### src/rtl/mem_stage_pkg.sv
// Shared types for the memory-access stage: handshake state and the MEM/WB record
// that the writeback stage consumes.
package mem_stage_pkg;

  localparam int PC_W   = 16;
  localparam int DATA_W = 32;

  typedef enum logic {
    IDLE = 1'b0,
    REQ  = 1'b1
  } state_t;

  typedef struct packed {
    logic [PC_W-1:0]   PC;
    logic [DATA_W-1:0] ALURes;
    logic [DATA_W-1:0] MemReadData;
    logic              MemRead;
    logic              Fault;
  } mem_wb_t;

endpackage

### src/rtl/mem_stage_if.sv
// Data-memory request/ack bus between the memory stage (master) and data memory (slave).
interface mem_stage_if
  import mem_stage_pkg::*;
#(
  parameter int ADDR_W = 16
);

  logic              dmem_req;
  logic              dmem_we;
  logic [ADDR_W-1:0] dmem_addr;
  logic [DATA_W-1:0] dmem_wdata;
  logic [DATA_W-1:0] dmem_rdata;
  logic              dmem_ack;

  modport master (
    output dmem_req, dmem_we, dmem_addr, dmem_wdata,
    input  dmem_rdata, dmem_ack
  );

  modport slave (
    input  dmem_req, dmem_we, dmem_addr, dmem_wdata,
    output dmem_rdata, dmem_ack
  );

endinterface

### src/rtl/mem_stage_dmem_req_fsm.sv
// Request/ack handshake engine: holds the access registers stable while in REQ.
// Optional abort on a missing ack is enabled with MEM_TIMEOUT_EN.
module dmem_req_fsm
  import mem_stage_pkg::*;
#(
  parameter int ADDR_W         = 16,
  parameter int TIMEOUT_CYCLES = 64
) (
  input  logic              clk,
  input  logic              rst,
  input  logic              start,
  input  logic              startWe,
  input  logic [ADDR_W-1:0] startAddr,
  input  logic [DATA_W-1:0] startWdata,
  mem_stage_if.master       bus,
  output logic              busy,
  output logic              done,
  output logic              timedOut
);

  state_t            stateReg;
  logic              weReg;
  logic [ADDR_W-1:0] addrReg;
  logic [DATA_W-1:0] wdataReg;
  logic              expire;

  // Request follows the state register, so an async reset drops it at once.
  assign bus.dmem_req   = (stateReg == REQ);
  assign bus.dmem_we    = weReg;
  assign bus.dmem_addr  = addrReg;
  assign bus.dmem_wdata = wdataReg;

  assign busy     = (stateReg == REQ);
  assign done     = (stateReg == REQ) && bus.dmem_ack;
  assign timedOut = expire;

`ifdef MEM_TIMEOUT_EN
  localparam int CNT_W = (TIMEOUT_CYCLES > 2) ? $clog2(TIMEOUT_CYCLES) : 1;
  logic [CNT_W-1:0] countReg;

  // An ack arriving in the expiry cycle still completes the access.
  assign expire = (stateReg == REQ) && !bus.dmem_ack &&
                  (countReg == CNT_W'(TIMEOUT_CYCLES - 1));
`else
  assign expire = 1'b0;
`endif

  always_ff @(posedge clk or posedge rst) begin
    if (rst) begin
      stateReg <= IDLE;
      weReg    <= 1'b0;
      addrReg  <= '0;
      wdataReg <= '0;
`ifdef MEM_TIMEOUT_EN
      countReg <= '0;
`endif
    end else begin
      case (stateReg)
        IDLE: begin
          if (start) begin
            stateReg <= REQ;
            weReg    <= startWe;
            addrReg  <= startAddr;
            wdataReg <= startWdata;
`ifdef MEM_TIMEOUT_EN
            countReg <= '0;
`endif
          end
        end
        REQ: begin
          if (bus.dmem_ack || expire) begin
            stateReg <= IDLE;
          end
`ifdef MEM_TIMEOUT_EN
          else begin
            countReg <= countReg + 1'b1;
          end
`endif
        end
        default: stateReg <= IDLE;
      endcase
    end
  end

endmodule

### src/rtl/mem_stage.sv
// Memory-access stage: latches execute results, runs loads/stores through dmem_req_fsm
// and presents the MEM/WB register. MEM_TIMEOUT_EN enables abort with MemFault.
module mem_stage
  import mem_stage_pkg::*;
#(
  parameter int ADDR_W         = 16,
  parameter int TIMEOUT_CYCLES = 64
) (
  input  logic              clk,
  input  logic              rst,
  input  logic [PC_W-1:0]   PC,
  input  logic [DATA_W-1:0] ALURes,
  input  logic [DATA_W-1:0] StoreData,
  input  logic              MemRead,
  input  logic              MemWrite,
  input  logic              ValidIn,
  output logic              Stall,
  mem_stage_if.master       dmem,
  output logic              ValidOut,
  output logic [PC_W-1:0]   PCOut,
  output logic [DATA_W-1:0] ALUResOut,
  output logic [DATA_W-1:0] MemReadDataOut,
  output logic              MemReadOut,
  output logic              MemFault
);

  logic busy;
  logic done;
  logic timedOut;
  logic accept;
  logic memOp;

  logic [PC_W-1:0]   pcReg;
  logic [DATA_W-1:0] aluResReg;
  logic              memReadReg;
  mem_wb_t           wbReg;
  logic              validReg;

  assign accept = ValidIn && !busy;
  assign memOp  = MemRead || MemWrite;
  assign Stall  = busy;

  dmem_req_fsm #(
    .ADDR_W         (ADDR_W),
    .TIMEOUT_CYCLES (TIMEOUT_CYCLES)
  ) u_fsm (
    .clk        (clk),
    .rst        (rst),
    .start      (accept && memOp),
    .startWe    (MemWrite),
    .startAddr  (ALURes[ADDR_W-1:0]),
    .startWdata (StoreData),
    .bus        (dmem),
    .busy       (busy),
    .done       (done),
    .timedOut   (timedOut)
  );

  always_ff @(posedge clk or posedge rst) begin
    if (rst) begin
      pcReg      <= '0;
      aluResReg  <= '0;
      memReadReg <= 1'b0;
      wbReg      <= '0;
      validReg   <= 1'b0;
    end else begin
      validReg <= 1'b0;
      if (accept && memOp) begin
        pcReg      <= PC;
        aluResReg  <= ALURes;
        // A combined read+write is carried out as a plain store.
        memReadReg <= MemRead && !MemWrite;
      end
      if (accept && !memOp) begin
        wbReg    <= '{PC: PC, ALURes: ALURes, MemReadData: '0, MemRead: 1'b0, Fault: 1'b0};
        validReg <= 1'b1;
      end else if (done) begin
        wbReg    <= '{PC: pcReg, ALURes: aluResReg,
                      MemReadData: memReadReg ? dmem.dmem_rdata : '0,
                      MemRead: memReadReg, Fault: 1'b0};
        validReg <= 1'b1;
      end else if (timedOut) begin
        wbReg    <= '{PC: pcReg, ALURes: aluResReg, MemReadData: '0, MemRead: 1'b0, Fault: 1'b1};
        validReg <= 1'b1;
      end
    end
  end

  assign ValidOut       = validReg;
  assign PCOut          = wbReg.PC;
  assign ALUResOut      = wbReg.ALURes;
  assign MemReadDataOut = wbReg.MemReadData;
  assign MemReadOut     = wbReg.MemRead;
  assign MemFault       = wbReg.Fault;

endmodule
### src/flat_wrapper.sv
// flat-port wrapper written by rule: the top's interface ports become plain ports
module mem_stage_flat import mem_stage_pkg::*;
#(
  parameter int ADDR_W         = 16,
  parameter int TIMEOUT_CYCLES = 64
)
  (clk, rst, PC, ALURes, StoreData, MemRead, MemWrite, ValidIn, Stall, ValidOut, PCOut, ALUResOut, MemReadDataOut, MemReadOut, MemFault, dmem_dmem_req, dmem_dmem_we, dmem_dmem_addr, dmem_dmem_wdata, dmem_dmem_rdata, dmem_dmem_ack);
  mem_stage_if #(.ADDR_W(ADDR_W)) dmem_i ();
  input  logic clk;
  input  logic rst;
  input  logic [PC_W-1:0] PC;
  input  logic [DATA_W-1:0] ALURes;
  input  logic [DATA_W-1:0] StoreData;
  input  logic MemRead;
  input  logic MemWrite;
  input  logic ValidIn;
  output logic Stall;
  output logic ValidOut;
  output logic [PC_W-1:0] PCOut;
  output logic [DATA_W-1:0] ALUResOut;
  output logic [DATA_W-1:0] MemReadDataOut;
  output logic MemReadOut;
  output logic MemFault;
  output wire logic [$bits(dmem_i.dmem_req)-1:0] dmem_dmem_req;
  output wire logic [$bits(dmem_i.dmem_we)-1:0] dmem_dmem_we;
  output wire logic [$bits(dmem_i.dmem_addr)-1:0] dmem_dmem_addr;
  output wire logic [$bits(dmem_i.dmem_wdata)-1:0] dmem_dmem_wdata;
  input wire logic [$bits(dmem_i.dmem_rdata)-1:0] dmem_dmem_rdata;
  input wire logic [$bits(dmem_i.dmem_ack)-1:0] dmem_dmem_ack;
  assign dmem_dmem_req = dmem_i.dmem_req;
  assign dmem_dmem_we = dmem_i.dmem_we;
  assign dmem_dmem_addr = dmem_i.dmem_addr;
  assign dmem_dmem_wdata = dmem_i.dmem_wdata;
  assign dmem_i.dmem_rdata = dmem_dmem_rdata;
  assign dmem_i.dmem_ack = dmem_dmem_ack;
  mem_stage #(.ADDR_W(ADDR_W), .TIMEOUT_CYCLES(TIMEOUT_CYCLES)) u_core (.clk(clk), .rst(rst), .PC(PC), .ALURes(ALURes), .StoreData(StoreData), .MemRead(MemRead), .MemWrite(MemWrite), .ValidIn(ValidIn), .Stall(Stall), .dmem(dmem_i), .ValidOut(ValidOut), .PCOut(PCOut), .ALUResOut(ALUResOut), .MemReadDataOut(MemReadDataOut), .MemReadOut(MemReadOut), .MemFault(MemFault));
endmodule
### config.mk
export PLATFORM = sky130hd
export DESIGN_NAME = mem_stage_flat
export DESIGN_NICKNAME = d
export VERILOG_FILES = /design/src/rtl/mem_stage_pkg.sv /design/src/rtl/mem_stage_if.sv /design/src/rtl/mem_stage_dmem_req_fsm.sv /design/src/rtl/mem_stage.sv /design/src/flat_wrapper.sv
export SDC_FILE = /design/constraint.sdc
export NUM_CORES = 1
export LEC_CHECK = 0
export CAP_MARGIN = 0
export CELL_PAD_IN_SITES_DETAIL_PLACEMENT = 1
export CELL_PAD_IN_SITES_GLOBAL_PLACEMENT = 2
export CORE_ASPECT_RATIO = 1.25
export CORE_MARGIN = 2
export CORE_UTILIZATION = 29
export CTS_CLUSTER_SIZE = 25
export DETAILED_ROUTE_END_ITERATION = 8
export PLACE_DENSITY_LB_ADDON = 0.1
export SLEW_MARGIN = 20
export SYNTH_ARGS = -nofsm -noshare
export SYNTH_HDL_FRONTEND = slang
export SYNTH_SLANG_ARGS = --single-unit
### constraint.sdc
create_clock -name clk -period 7 [get_ports clk]
set_input_delay 0.7 -clock clk [delete_from_list [all_inputs] [get_ports clk]]
set_output_delay 0.7 -clock clk [all_outputs]
set_load 0.03 [all_outputs]
==> impl_metrics.json <==
{
  "clkSinkCount": 181,
  "rr_worst_depth": 4,
  "avgSynthCellArea_um2": 14.1,
  "cts_tree": "built",
  "cts.htree.levels": 4,
  "wire_per_inst_um": 17.7,
  "die_area_mm2": 0.0259,
  "drv_slew": 0,
  "synth_warnings": 0,
  "clkLatencyLatePin_ns": 0.42,
  "critical_path_peak_fanout": 55,
  "antenna_cells": 0,
  "drc_errors": 0,
  "critPathTopFamily": "buffers and inverters",
  "start_kind": "input pin",
  "num_rows": 64,
  "start_util": 0.293,
  "dpl-instance-area_mm2": 0.00987,
  "area.growth.synth_to_final_pct": 46.3,
  "status": "finished clean",
  "dr.first_iter.drc_count": 125,
  "ctsResizeCount": 0,
  "clockBufferDepth": 2,
  "gp_congestion": 0.704,
  "fp.dieH_um": 179,
  "power.leakage_nw": 4.50,
  "power_mw": 3.81,
  "ys_ff_latch": 181,
  "via_count": 4920,
  "final_cell_mix": "clkdlybuf4s50_1, dfrtp_1, mux2_2",
  "fin_crit_ns": 2.83,
  "first_pass_iters": 4,
  "skew_ns": 0.0116,
  "arrival_ns": 3.13,
  "clock.fmax_mhz": 354,
  "fp.dieW_um": 144,
  "numCtsBuffers": 17,
  "cp_num_cells": 5,
  "end_kind": "flop",
  "grt_pass1_wl_mm": 30.7,
  "max-cap-violations": 0,
  "fillers": 2547,
  "syn_area_mm2": 0.00714,
  "critPathBufInv": 2,
  "path_cells": "clkdlybuf4s50_1, nor2b_4, o21a_4, buf_4, mux2_2",
  "slowest_delay_ns": 0.70,
  "max_slew.worst_pin.slew_ns": 0.937,
  "final-hold-violation-count": 0,
  "slew_headroom": 0.375,
  "post_cts_buffers": 0,
  "grt_usage": 0.153,
  "ant_nets": 0,
  "cts_hold_buffers": 0,
  "final-setup-viol-count": 0,
  "peakVddDrop_mv": 0.157,
  "drive_above_1_share": 0.181,
  "p_per_area_mw_per_mm2": 365,
  "fin_crit_sh": 0.404,
  "synthCells": 505,
  "place_hpwl_mm": 12.9,
  "ys_seq_area_frac": 0.635,
  "port_buffers": 250,
  "finish.instance_area_mm2": 0.0104,
  "worstPathRequired_ns": 7.30,
  "layout_commonest_cell": "clkdlybuf4s50_1",
  "hold_depth": 1,
  "grt-ovfl-total": 0,
  "grt_max_degree": 118,
  "critical_path_class": "input pin to flop",
  "cpMaxStageDelayCell": "buf_4",
  "clk_pin_slew_ns": 0.07,
  "fin_nets": 860,
  "syn-num-nets": 623,
  "wirelength_mm": 19.2,
  "finalSetupTns_ns": 0,
  "viasPerCell": 4.53,
  "synth_cell_type_count": 19,
  "cts-root-buf": "clkbuf_16",
  "antenna_found_initial": 0,
  "hold_class": "flop to flop",
  "grt_pass1_vias": 5723,
  "rsz0062_at_grt": "no",
  "coreArea_mm2": 0.0243,
  "io_pins": 252
}
## final cells by class
type                            instances  area (um2)  share of cell area
Sequential cell                       181        4530               0.434
Timing Repair Buffer                  254        2530               0.243
Multi-Input combinational cell        285        2380               0.228
Clock buffer                           20         447              0.0428
Tap cell                              330         413              0.0395
Clock inverter                         12         118              0.0113
Inverter                                3        18.8             0.00180
## cell usage after synthesis
| cell | count | area share |
|---|---|---|
| a21oi_1 | 2 | 0.0014 |
| o21a_1 | 1 | 0.0011 |
| and3_1 | 1 | 0.00088 |
| buf_4 | 7 | 0.0074 |
| dfrtp_1 | 181 | 0.63 |
| mux2i_1 | 48 | 0.067 |
| a21o_1 | 2 | 0.0021 |
| nor2b_4 | 1 | 0.0019 |
| nor4b_4 | 1 | 0.0033 |
| conb_1 | 1 | 0.00053 |
| inv_1 | 3 | 0.0016 |
| o21ai_0 | 48 | 0.034 |
| buf_6 | 7 | 0.011 |
| buf_2 | 13 | 0.0091 |
| mux2_2 | 96 | 0.15 |
| clkbuf_1 | 9 | 0.0047 |
| a21oi_2 | 1 | 0.0012 |
| nand2_1 | 50 | 0.026 |
| a22o_1 | 33 | 0.040 |
## sequential cells by signal, indices dropped and copies added (netlist names)
signal	count
u_core.u_fsm.bus.dmem_wdata	32
u_core.memReadReg	1
u_core.u_fsm.bus.dmem_addr	16
u_core.ALUResOut	32
u_core.u_fsm.bus.dmem_req	1
u_core.PCOut	16
u_core.MemReadOut	1
u_core.aluResReg	32
u_core.MemReadDataOut	32
u_core.ValidOut	1
u_core.u_fsm.bus.dmem_we	1
u_core.pcReg	16
## stage by stage
stage | worst slack [ns] | hold slack [ns] | util | instances
detailed placement | 3.66 | 0.469 | 0.406 | 1053
floorplan | 1.38 | 0.480 | - | 505
global route | 4.01 | 0.511 | 0.429 | 1085
global placement | 3.75 | 0.463 | 0.406 | 1053
finish | 4.17 | 0.482 | 0.429 | 1085
CTS | 4.12 | 0.489 | 0.429 | 1085
## layer usage
metal | track usage | routed length, um | up-vias
li1 | - | - | 2243
met1 | 0.173 | 7520 | 2510
met2 | 0.262 | 9720 | 157
met3 | 0.0701 | 1750 | 10
met4 | 0.0377 | 174 | 0
met5 | 0 | 0 | -
## final timing paths
| kind | startpoint | end | slack (ns) |
|---|---|---|---|
| max | ValidIn | u_core.pcReg[8] | 4.17 |
| min reg2reg | u_core.MemReadOut | u_core.MemReadOut | 0.48 |
| min | u_core.MemReadOut | u_core.MemReadOut | 0.48 |
| min in group asynchronous | rst | u_core.u_fsm.bus.dmem_wdata[6] | 0.82 |
| max reg2reg | u_core.u_fsm.bus.dmem_req | u_core.pcReg[8] | 4.38 |
| max in group asynchronous | rst | u_core.u_fsm.bus.dmem_wdata[12] | 4.72 |
## report_power, final
part / switching, mW / internal [mW]
Combinational: 0.759 / 0.637
Clock: 0.417 / 0.507
Sequential: 0.162 / 1.33
## cells by family (layout without fill, tap and decap cells)
family / count (synthesis) / after routing / synth area share
flops: 181 / 181 / 0.635
other cells: 1 / 1 / 0.000525
compound gates: 87 / 87 / 0.0799
buf+inv: 39 / 289 / 0.0338
mux: 144 / 144 / 0.219
simple gates: 53 / 53 / 0.0324
No activity file was read; power rests on OpenSTA's default activity.
